`src/rtl/seq_pkg.sv`:
```
// Shared opcode, state and decode-bundle definitions for the ALU control sequencer.
package seq_pkg;

  localparam int unsigned PC_W_DEFAULT = 10;

  // Opcodes reuse the ALU command encodings so ALU ops can forward op directly.
  typedef enum logic [3:0] {
    OP_ADD   = 4'b0000,
    OP_LSL   = 4'b0001,
    OP_LSR   = 4'b0010,
    OP_MOV   = 4'b0011,
    OP_OR    = 4'b0100,
    OP_XOR   = 4'b0101,
    OP_AND   = 4'b0110,
    OP_ADDI  = 4'b0111,
    OP_BNE   = 4'b1000,
    OP_BEQ   = 4'b1001,
    OP_MOVI  = 4'b1010,
    OP_LOAD  = 4'b1011,
    OP_STORE = 4'b1100,
    OP_CMP   = 4'b1101,
    OP_HALT  = 4'b1110,
    OP_NOP   = 4'b1111
  } opcode_e;

  typedef enum logic [1:0] {
    ST_IDLE     = 2'd0,
    ST_EXEC     = 2'd1,
    ST_MEM_WAIT = 2'd2,
    ST_DONE     = 2'd3
  } state_e;

  typedef struct packed {
    logic [3:0] alu_cmd;
    logic [2:0] ra_addr;
    logic [2:0] rb_addr;
    logic [2:0] wr_addr;
    logic       reg_we;
    logic [7:0] imm;
    logic       use_imm;
    logic       sc_i;
    logic [4:0] lut_idx;
    logic       carry_upd;
    logic       eq_upd;
    logic       branch;
    logic       branch_eq;
    logic       mem_op;
    logic       store;
    logic       halt;
  } dec_t;

endpackage

```
`src/rtl/seq_decode.sv`:
```
// Combinational instruction decode: opcode and fields to ALU command and strobes.
module seq_decode
  import seq_pkg::*;
(
  input  logic [8:0] instr,
  input  logic       carry_q,
  output dec_t       dec
);

  opcode_e op;

  always_comb begin
    op          = opcode_e'(instr[8:5]);
    dec         = '0;
    dec.alu_cmd = OP_NOP;
    dec.ra_addr = instr[4:2];
    dec.rb_addr = {1'b0, instr[1:0]};
    case (op)
      OP_ADD, OP_LSL, OP_LSR: begin
        dec.alu_cmd   = instr[8:5];
        dec.sc_i      = carry_q;
        dec.reg_we    = 1'b1;
        dec.wr_addr   = instr[4:2];
        dec.carry_upd = 1'b1;
      end
      OP_MOV, OP_OR, OP_XOR, OP_AND: begin
        dec.alu_cmd = instr[8:5];
        dec.reg_we  = 1'b1;
        dec.wr_addr = instr[4:2];
      end
      OP_ADDI: begin
        dec.alu_cmd   = instr[8:5];
        dec.ra_addr   = '0;
        dec.use_imm   = 1'b1;
        dec.imm       = {3'b000, instr[4:0]};
        dec.reg_we    = 1'b1;
        dec.carry_upd = 1'b1;
      end
      OP_MOVI: begin
        dec.alu_cmd = instr[8:5];
        dec.use_imm = 1'b1;
        dec.imm     = {3'b000, instr[4:0]};
        dec.reg_we  = 1'b1;
      end
      OP_CMP: begin
        dec.alu_cmd = instr[8:5];
        dec.eq_upd  = 1'b1;
      end
      OP_BEQ, OP_BNE: begin
        dec.alu_cmd   = instr[8:5];
        dec.ra_addr   = 3'd0;
        dec.rb_addr   = 3'd1;
        dec.lut_idx   = instr[4:0];
        dec.branch    = 1'b1;
        dec.branch_eq = (op == OP_BEQ);
      end
      OP_LOAD:  dec.mem_op = 1'b1;
      OP_STORE: begin
        dec.mem_op = 1'b1;
        dec.store  = 1'b1;
      end
      OP_HALT:  dec.halt = 1'b1;
      default: ;
    endcase
  end

endmodule

```
`src/rtl/alu_sequencer.sv`:
```
// Multi-cycle sequencer: fetch by pc, drive ALU/regfile/memory strobes, hold carry/eq flags.
module alu_sequencer
  import seq_pkg::*;
#(
  parameter int unsigned PC_W = PC_W_DEFAULT
) (
  input  logic            clk,
  input  logic            reset,
  input  logic            req,
  output logic            done,
  output logic [PC_W-1:0] pc,
  input  logic [8:0]      instr,
  output logic [3:0]      alu_cmd,
  output logic            sc_i,
  input  logic            alu_sc_o,
  input  logic            alu_equal,
  output logic [2:0]      ra_addr,
  output logic [2:0]      rb_addr,
  output logic [2:0]      wr_addr,
  output logic            reg_we,
  output logic [7:0]      imm,
  output logic            use_imm,
  output logic [4:0]      lut_idx,
  input  logic [PC_W-1:0] lut_target,
  output logic            mem_req,
  output logic            mem_we,
  input  logic            mem_ack,
  output logic            carry_q,
  output logic            eq_flag
);

  state_e          state;
  dec_t            dec;
  logic [2:0]      mem_ra;
  logic [1:0]      mem_rb;
  logic            mem_store;
  logic [PC_W-1:0] pc_inc;
  logic            br_taken;

  seq_decode u_decode (
    .instr   (instr),
    .carry_q (carry_q),
    .dec     (dec)
  );

  assign pc_inc   = pc + {{(PC_W-1){1'b0}}, 1'b1};
  assign br_taken = dec.branch && (alu_equal == dec.branch_eq);
  assign done     = (state == ST_DONE);

  always_ff @(posedge clk or posedge reset) begin
    if (reset) begin
      state     <= ST_IDLE;
      pc        <= '0;
      carry_q   <= 1'b0;
      eq_flag   <= 1'b0;
      mem_ra    <= '0;
      mem_rb    <= '0;
      mem_store <= 1'b0;
    end else begin
      case (state)
        ST_IDLE: if (req) begin
          state   <= ST_EXEC;
          pc      <= '0;
          carry_q <= 1'b0;
          eq_flag <= 1'b0;
        end
        ST_EXEC: begin
          if (dec.carry_upd) carry_q <= alu_sc_o;
          if (dec.eq_upd)    eq_flag <= alu_equal;
          if (dec.mem_op) begin
            // Fields are latched so MEM_WAIT does not depend on instr staying stable.
            state     <= ST_MEM_WAIT;
            mem_ra    <= instr[4:2];
            mem_rb    <= instr[1:0];
            mem_store <= dec.store;
          end else if (dec.halt) begin
            state <= ST_DONE;
          end else if (br_taken) begin
            pc <= lut_target;
          end else begin
            pc <= pc_inc;
          end
        end
        ST_MEM_WAIT: if (mem_ack) begin
          pc    <= pc_inc;
          state <= ST_EXEC;
        end
        ST_DONE: if (!req) state <= ST_IDLE;
        default: state <= ST_IDLE;
      endcase
    end
  end

  always_comb begin
    alu_cmd = OP_NOP;
    sc_i    = 1'b0;
    ra_addr = '0;
    rb_addr = '0;
    wr_addr = '0;
    reg_we  = 1'b0;
    imm     = '0;
    use_imm = 1'b0;
    lut_idx = '0;
    mem_req = 1'b0;
    mem_we  = 1'b0;
    case (state)
      ST_EXEC: begin
        alu_cmd = dec.alu_cmd;
        sc_i    = dec.sc_i;
        ra_addr = dec.ra_addr;
        rb_addr = dec.rb_addr;
        wr_addr = dec.wr_addr;
        reg_we  = dec.reg_we;
        imm     = dec.imm;
        use_imm = dec.use_imm;
        lut_idx = dec.lut_idx;
      end
      ST_MEM_WAIT: begin
        mem_req = 1'b1;
        mem_we  = mem_store;
        ra_addr = mem_ra;
        rb_addr = {1'b0, mem_rb};
        wr_addr = mem_ra;
        reg_we  = mem_ack && !mem_store;
      end
      default: ;
    endcase
  end

endmodule

```
`config.mk`:
```
export PLATFORM = sky130hd
export DESIGN_NAME = alu_sequencer
export DESIGN_NICKNAME = d
export VERILOG_FILES = /design/src/rtl/seq_pkg.sv /design/src/rtl/seq_decode.sv /design/src/rtl/alu_sequencer.sv
export SDC_FILE = /design/constraint.sdc
export NUM_CORES = 1
export LEC_CHECK = 0
export CAP_MARGIN = 20
export CORE_MARGIN = 4
export CORE_UTILIZATION = 25
export CTS_CLUSTER_SIZE = 28
export DETAILED_ROUTE_END_ITERATION = 8
export GPL_TIMING_DRIVEN = 0
export SLEW_MARGIN = 20
export SYNTH_ARGS = -nofsm -noshare
export SYNTH_HDL_FRONTEND = slang
export SYNTH_HIERARCHICAL = 1
export SYNTH_SLANG_ARGS = --single-unit
export TNS_END_PERCENT = 5
```
`constraint.sdc`:
```
create_clock -name clk -period 2.85 [get_ports clk]
set_clock_uncertainty 0.2 [all_clocks]
set_input_delay 0.285 -clock clk [delete_from_list [all_inputs] [get_ports clk]]
set_output_delay 0.285 -clock clk [all_outputs]
set_load 0.02 [all_outputs]
```
==> qor.yml <==
clockBufferDepth: 2
holdWs_ps: 268.5
crit_path_end_kind: "flip-flop"
use_met3_pct: 1.448
synth_edf_count: 0
die-area_mm2: 0.008706
hold_violations: 0
cts_max_level: 1
syn2layout_area_growth_pct: 51.03
fin_nets: 334
antenna_found_initial: 0
p_per_area_mw_per_mm2: 766.8
drv_cap: 0
antenna_left: 0
die_w_um: 93.31
worst_pin_slew_ps: 795.1
numCtsBuffers: 3
relSlewSlack_pct: 46.93
post-dp-hpwl_um: 4202
yosysSeqAreaShare_pct: 27.51
met1_usage_pct: 17.14
via_count: 1853
cp.arrival_ps: 2720
clk_latency_ps: 260
grt_pass1_wl_um: 8907
drv_slew: 0
cpPeakStageDelay_ps: 470
cp.required_ps: 2850
die_h_um: 93.31
synthesis.area_mm2: 0.001819
crit_family: "simple AND/OR/NAND/NOR gates"
clkSinkCount: 20
path_max_fanout: 11
path_class: "primary input to flip-flop"
grt_max_degree: 21
grt.overflow.total: 0
root_buffer: "clkbuf_8"
ioPinCount: 69
synth_flop_cell: "dfrtp_1"
setup_slack_ps: 133.3
wl_um: 5415
irDropWorstVdd_mv: 0.3276
status: "completed"
setup_tns_ps: 0
p_leak_nw: 1.402
drtIter0Drc: 55
place_ws_ps: -366.8
wl_per_cell_um: 13.64
gr-usage-met2_pct: 20.85
critPathLaunchType: "primary input"
grt_use_total_pct: 12.54
final_layout_size_suffix_gt1_share_pct: 12.96
via_per_inst: 4.668
grt_pass1_vias: 1861
first_pass_iters: 4
start_util_pct: 26.20
portBuffers: 64
ys_warn_count: 6
grt_busiest_layer: "met2"
setup_viol: 0
period_minus_slack_ps: 2717
antenna_cells: 0
finalCritPeriodShare_pct: 95.32
critPathBufInv: 3
crit_chain: "clkdlybuf4s50_1 -> or3b_4 -> inv_6 -> and2_4 -> xnor2_2 -> a31o_4 -> or2_1 -> clkbuf_2 -> or3_1 -> nand3_1"
cts.clk_slew.worst_paths_ps: 80
ys_async_sr_fraction_pct: 100.0
rows: 30
fmax_ghz: 0.3681
hp-class: "primary input to asynchronous set/reset pin"
drc_errors: 0
core-area_mm2: 0.006944
avgSynthCellArea_um2: 7.944
syn-instance-count: 229
yosysUniqueCellTypes: 51
cts_tree: "built"
slowest_stage: "clkdlybuf4s50_1"
post-route-util_pct: 39.57
synth_seq_cells: 20
rsz0062_at_grt: "false"
gp_congestion: 0.8160
-- through the flow --
stage	power, mW	cells	area (um^2)
after floorplan	1.309	232	1831
after global placement	1.790	392	2591
after detailed placement	1.808	392	2591
after CTS	2.117	396	2674
after global routing	2.281	397	2748
final	2.107	397	2748
-- cells in the mapped netlist, types with 2 or more instances --
master | n | area share [%]
and2_1 | 26 | 8.9
nand2_1 | 26 | 5.4
dfrtp_1 | 20 | 28
o21ai_0 | 15 | 4.1
a21boi_0 | 12 | 5.0
inv_1 | 10 | 2.1
nand3_1 | 10 | 2.8
nand2b_1 | 9 | 3.1
buf_2 | 7 | 1.9
ha_1 | 7 | 4.8
mux2_2 | 7 | 4.3
clkbuf_1 | 6 | 1.2
and3_1 | 5 | 1.7
nor2_1 | 5 | 1.0
nor2b_1 | 5 | 1.7
nor3b_1 | 5 | 2.1
buf_4 | 4 | 1.7
or3_1 | 4 | 1.4
a21oi_1 | 3 | 0.83
a221o_1 | 3 | 1.7
a22oi_1 | 3 | 1.2
nand4_1 | 3 | 1.0
a2bb2oi_1 | 2 | 0.96
a31oi_1 | 2 | 0.69
and2b_1 | 2 | 0.83
inv_2 | 2 | 0.41
nor3_1 | 2 | 0.55
-- cells by family (layout without fill, tap and decap cells) --
group	count (synthesis)	count (layout)	share of synthesized area, %
fa+ha+maj	7	7	4.814
flops	20	20	27.51
xor+xnor	1	1	0.4815
buf+inv	30	99	7.565
simple gates	110	110	34.25
other cells	1	4	0.2061
compound gates	53	53	20.84
mux	7	7	4.333
-- area by class of cell --
type                    instances  area [um^2]
plain buffers                  18        101.3
clock buffers                   3        41.29
clock inverters                 1        30.03
fillers                       714         4197
inverters                      12        50.05
multi-input cells             182         1216
flip-flops and latches         20        500.5
well taps                      96        120.1
repair buffers                 65        688.2
-- report_power, final --
part	internal, mW	total, mW	switching, mW
clock	0.188	0.289	0.102
combinational	0.599	1.38	0.777
sequential	0.371	0.441	0.0707
total	1.16	2.11	0.949
-- sequential cells by signal, summed over array words and instances (netlist names) --
register	cells
carry_q	1
eq_flag	1
mem_ra	3
mem_rb	2
mem_store	1
pc	10
state	2
-- cell usage in the layout, fill, tap and decap left out, types with 7 or more instances in the layout --
master	instances
a21boi_0	12
and2_1	25
buf_2	9
clkdlybuf4s50_1	48
dfrtp_1	20
dlymetal6s2s_1	16
ha_1	7
inv_1	10
mux2_2	7
nand2_1	26
nand2b_1	9
nand3_1	10
o21ai_0	15
-- worst reg2reg max path, stage by stage (launching register included) --
cell,delay (ps)
dfrtp_1,440
inv_1,100
ha_1,190
buf_2,240
o21ai_1,120
a31o_4,260
or2_1,210
clkbuf_2,170
or3_1,370
nand3_1,90
-- layer usage --
metal  share of wire (%)  wire length, um
met5                   0                0
met4                 1.1               57
met3                 4.5              243
met2                  46             2469
met1                  49             2644
-- worst paths after layout --
kind,start,endpoint,slack (ps),cells past startpoint
worst max-delay path,instr[8],pc[5],130,10
worst min-delay path,reset,state[0],270,2
worst max register to register,state[0],pc[5],380,9
worst min register to register,mem_ra[1],mem_ra[1],310,1
max in group asynchronous,reset,pc[4],1690,2
min in group clk,mem_ra[1],mem_ra[1],310,1
-- timing repair --
item	CTS	global route
gates resized for setup	7	25
pin swaps	0	2
buffers inserted	0	1
endpoints found under the setup margin	23	25
hold buffers	0	0
No activity file was read; power rests on OpenSTA's default activity.
==> edit 1 (config.mk and constraints unchanged) <==
Add an input register stage for `lut_target`, cleared by the reset; this delays it by one clock. The other inputs are not delayed to match.
--- a/src/rtl/alu_sequencer.sv
+++ b/src/rtl/alu_sequencer.sv
@@ -28,6 +28,16 @@
   output logic            carry_q,
   output logic            eq_flag
 );
+
+  logic [PC_W-1:0] lut_target_q;
+
+  always_ff @(posedge clk or posedge reset) begin
+    if (reset) begin
+      lut_target_q <= '0;
+    end else begin
+      lut_target_q <= lut_target;
+    end
+  end
 
   state_e          state;
   dec_t            dec;
@@ -76,7 +86,7 @@
           end else if (dec.halt) begin
             state <= ST_DONE;
           end else if (br_taken) begin
-            pc <= lut_target;
+            pc <= lut_target_q;
           end else begin
             pc <= pc_inc;
           end
Function: changed (Yosys sat finds a counterexample within 4 cycles, from zero or initial values and one cycle with reset high).
==> edit 1 against the original RTL <==
- non-clock buffer count decreased by 2
- sequential share of layout area up 6.2 points
- cell area grew 12%
- area after synthesis increased by 20%
- power increased by 11%
- sequential cell count rose by 10
- worst setup slack lost 0.072 ns
- count of clock-buffer cells in the layout grew 3
- routed wire length up 15%
- clock power grew 28%
==> edit 1: results (changes against the original RTL) <==
The switching share of power is 43.7% (-1.4 points). The worst register-to-register path ends at pc[1]. In the final layout, the registers with the most flip-flops are lut_target_q: 10 flops, pc: 10 flops, mem_ra: 3 flops. The logs give 54 (+5.9%) for the distinct cell type count after synthesis and 2 (+1) for the level count of the clock H-tree. The total leakage power is 1.33 nW (-5.2%), and the average vias per placed instance is 4.89 (+4.8%). Count of placed standard cells including taps: 410 (+4.6%).

Reg2reg setup slack: 0.61 ns (+0.23 ns). Sorting the synthesized cells by area gives the leading types as sky130_fd_sc_hd__dfrtp_1 34%, sky130_fd_sc_hd__and2_1 8.3%, sky130_fd_sc_hd__nand2_1 4.3%. The critical path arrival is 2.30 ns (-0.42 ns). The largest net degree at the start of global routing is 31 (+48%).

The synthesized area divided by synthesized cell count works out to 9.19 um^2 (+16%). The total of buffers placed on input and output ports was 64 (unchanged). By count the netlist is led by 30 x sky130_fd_sc_hd__dfrtp_1, 29 x sky130_fd_sc_hd__and2_1, 25 x sky130_fd_sc_hd__nand2_1. The transition time of the tightest slew-check pin is 0.650 ns (-0.145 ns), and the number of nets at the end of the flow is 344 (+3.0%). For the number of violations reported at the end of detailed-routing iteration 0, the log shows 71 (+29%). The share of the yosys chip area belonging to registers was 34.3% (+6.8 points); the clock group total power was 369 uW (+28%). The tools report the power after layout as 2.34 mW (+11%).

The post-placement worst setup slack came out at -0.102 ns (+0.265 ns). The proportion of layout cells with a drive suffix above 1 was 13.7% (+0.78 points). The worst-case reg-to-reg path depth works out to 6 (-3).

The tools report the TritonCTS buffer count as 5 (+2). The number of global-route vias before repair was 2016 (+8.3%). The delay of the slowest critical-path stage came out at 0.62 ns (+0.15 ns). The tools report the flip-flop and latch power as 609 uW (+38%). The run gives 0.207 ns (-0.0612 ns) as the final hold slack.

The cell family contributing the most delay on the critical path is buffers and inverters. The run gives 9 (+2) as the post-cts repair resize count. The final number of hold-violating endpoints was 0 (unchanged). In this run the worst setup path begins at instr[7].

For the number of cells in the finished layout apart from fillers, the log shows 418 (+5.3%). The total placed instance area was 2970 um^2 (+15%). The run finished with clean final reports. The HPWL after detailed placement is 4.56 mm (+8.6%). The logs give 0.29 ns (+0.03 ns) for the insertion delay to the later sink of the worst-skew pair and 0.778 (-4.6%) for the placer's final routability congestion estimate.

The total global-route track usage came out at 12.3% (-0.21 points).
## edit 1: cell count changes in the layout (fill, tap and decap cells not counted), sizes merged, moves of 3 or more
cell           unedited run  this run
o2111ai                   1         4
o21ai                    16         4
dlymetal6s2s             16         1
dlygate4sd2               0         6
or3                       4         0
and2                     26        30
dfrtp                    20        30
o211ai                    0         3
nor4                      0         3
o2111a                    0         3
clkdlybuf4s50            48        57
## edit 1: area by class of cell
type                       count  area [um^2]
buffer                        17          114
clock buffer                   6         82.6
clock inverter                 2         12.5
fill                         856         5310
inverter                      11         41.3
multi-input combinational    183         1300
sequential                    30          751
tap                          105          131
timing repair buffer          64          636
## edit 1: per-stage QoR
stage	TNS [ns]	util [%]
CTS	0	36.5
floorplan	0	-
global placement	-0.160	35.5
global route	-0.427	36.6
detailed placement	-0.181	35.5
finish	0	36.6
## edit 1: worst max-delay path by stage
stage                     depth (start not counted)      to  slack [ns]
after CTS                                         7  reg_we       0.002
after detailed placement                          8   pc[1]       -0.10
after global routing                              6  imm[0]       -0.12
after global placement                            8   pc[1]       -0.09
after floorplan                                   7   pc[1]        0.66
final                                             6  imm[0]        0.06
## edit 1: logic make-up after synthesis
logic type | Yosys count | share of synthesized area, %
other | 1 | 0.171
muxes | 8 | 4.06
xor gates and xnor gates | 1 | 0.400
AOI/OAI and AO/OA | 52 | 19.0
buffers and inverters | 28 | 6.69
and+or+nand+nor | 111 | 31.3
adders and majority gates | 7 | 4.00
DFF | 30 | 34.3
## edit 1: routing by layer
layer / vias to the layer above / global-route usage [%] / routed length, um
met5: - / 0 / 0
met4: 0 / 2.66 / 42
met3: 6 / 3.93 / 449
met2: 70 / 18.9 / 2840
met1: 976 / 17.0 / 2900
li1: 993 / - / -
==> edit 2 (same settings) <==
Without the edit above. `PC_W_DEFAULT`: 10 -> 20.
--- a/src/rtl/seq_pkg.sv
+++ b/src/rtl/seq_pkg.sv
@@ -1,7 +1,7 @@
 // Shared opcode, state and decode-bundle definitions for the ALU control sequencer.
 package seq_pkg;
 
-  localparam int unsigned PC_W_DEFAULT = 10;
+  localparam int unsigned PC_W_DEFAULT = 20;
 
   // Opcodes reuse the ALU command encodings so ALU ops can forward op directly.
   typedef enum logic [3:0] {
Interface: changed (resized lut_target and pc); port bits go from 69 to 89. No check against the original RTL was run, so the function may have changed too.
==> edit 2 against the original RTL <==
- the run now ends with setup timing left
- routed wire length rose by 57%
- first-iteration DRC count rose by 130%
- critical endpoint is now pc[19]
- area after synthesis grew 38%
- count of clock-buffer cells in the layout is 5 higher
- critical path type unchanged
- sequential share of layout area increased by 1.9 points
- cell area grew 36%
- largest cell class unchanged
- combinational power is 22% higher
- power increased by 31%
- utilization down 1.4 points
- worst setup slack worse by 0.14 ns
- sequential power rose by 50%
- non-clock buffer count increased by 24
- sequential cell count is 10 higher
==> edit 2: results (changes against the original RTL) <==
In the final layout, the registers with the most flip-flops are pc: 20 flops, mem_ra: 3 flops. Counting instances in the post-synthesis netlist gives the leading cell types as 30 x sky130_fd_sc_hd__dfrtp_1, 29 x sky130_fd_sc_hd__and2_1, 24 x sky130_fd_sc_hd__nand2_1. The setup TNS was -0.00839 ns (-0.00839 ns).

The run gives 1620 um^2 (+33%) as the multi-input logic area. The final reports fail on setup timing. The largest voltage drop on the vdd net is 0.000329 V (+0.57%), and the complex-gate fraction of the synthesized area is 25.1% (+4.3 points). The placer's final routability congestion estimate is 0.822 (+0.67%).

The number of non-clock inverters works out to 21 (+9). The synthesis-stage register bit count is 30 (+50%), and the TritonCTS buffer count is 5 (+2). The run gives -0.00839 ns (-0.142 ns) as the worst setup slack after layout. The HPWL after detailed placement came out at 6.23 mm (+48%). Cell with the biggest individual delay on the critical path: sky130_fd_sc_hd__or4_4.

Synthesized area divided by synthesized cell count: 8.20 um^2 (+3.2%). The share of the yosys chip area belonging to registers came out at 29.8% (+2.3 points). Combinational logic power: 1.68 mW (+22%). The register share of the cell area is 20.1% (+1.9 points), and the proportion of layout cells with a drive suffix above 1 is 10.6% (-2.3 points).

For the number of clock-tree buffers in the layout, the log shows 8 (+5). By area the synthesized netlist is led by sky130_fd_sc_hd__dfrtp_1 30%, sky130_fd_sc_hd__and2_1 7.2%, sky130_fd_sc_hd__a21boi_0 3.9%. The run finished, with violations left. The final-layout fill cell count is 1008 (+41%). The logs give 537 (+35%) for the number of cells in the finished layout apart from fillers and 5 (+1) for the iteration count of the initial detailed-routing pass. The tools report the area used by sequential logic in the layout as 751 um^2 (+50%).

The proportion of final cell area spent on non-clock buffers is 27.1% (-1.7 points), and the number of violations reported at the end of detailed-routing iteration 0 is 125 (+130%). The switching share of power works out to 46.3% (+1.3 points). The relative area of clock buffers and inverters in the final design is 2.95% (+0.35 points). The routed length per placed instance was 15.9 um (+16%). The tools report the total setup violations reported at the end of the flow as 1 (+1).
-- edit 2: changes by cell type after synthesis, moves of 5 or more --
cell,change
sky130_fd_sc_hd__clkbuf_1,+6
sky130_fd_sc_hd__inv_1,+10
sky130_fd_sc_hd__nor4_1,+5
sky130_fd_sc_hd__a22oi_1,+5
sky130_fd_sc_hd__a32oi_1,+10
sky130_fd_sc_hd__dfrtp_1,+10
sky130_fd_sc_hd__o22ai_1,+5
sky130_fd_sc_hd__nor3_1,+6
sky130_fd_sc_hd__o211ai_1,+5
sky130_fd_sc_hd__nor2_1,+5
sky130_fd_sc_hd__o2bb2ai_1,+9
-- edit 2: repair_timing --
| item | CTS | global route |
|---|---|---|
| setup buffers | 3 | 0 |
| pin swaps | 3 | 2 |
| gates resized for setup | 14 | 29 |
| setup endpoints to repair | 44 | 38 |
-- edit 2: per-layer routing --
metal	share of wire [%]	GRT usage [%]
met5	0	0
met4	1.1	2.98
met3	8.0	2.75
met2	47	24.4
met1	44	19.5
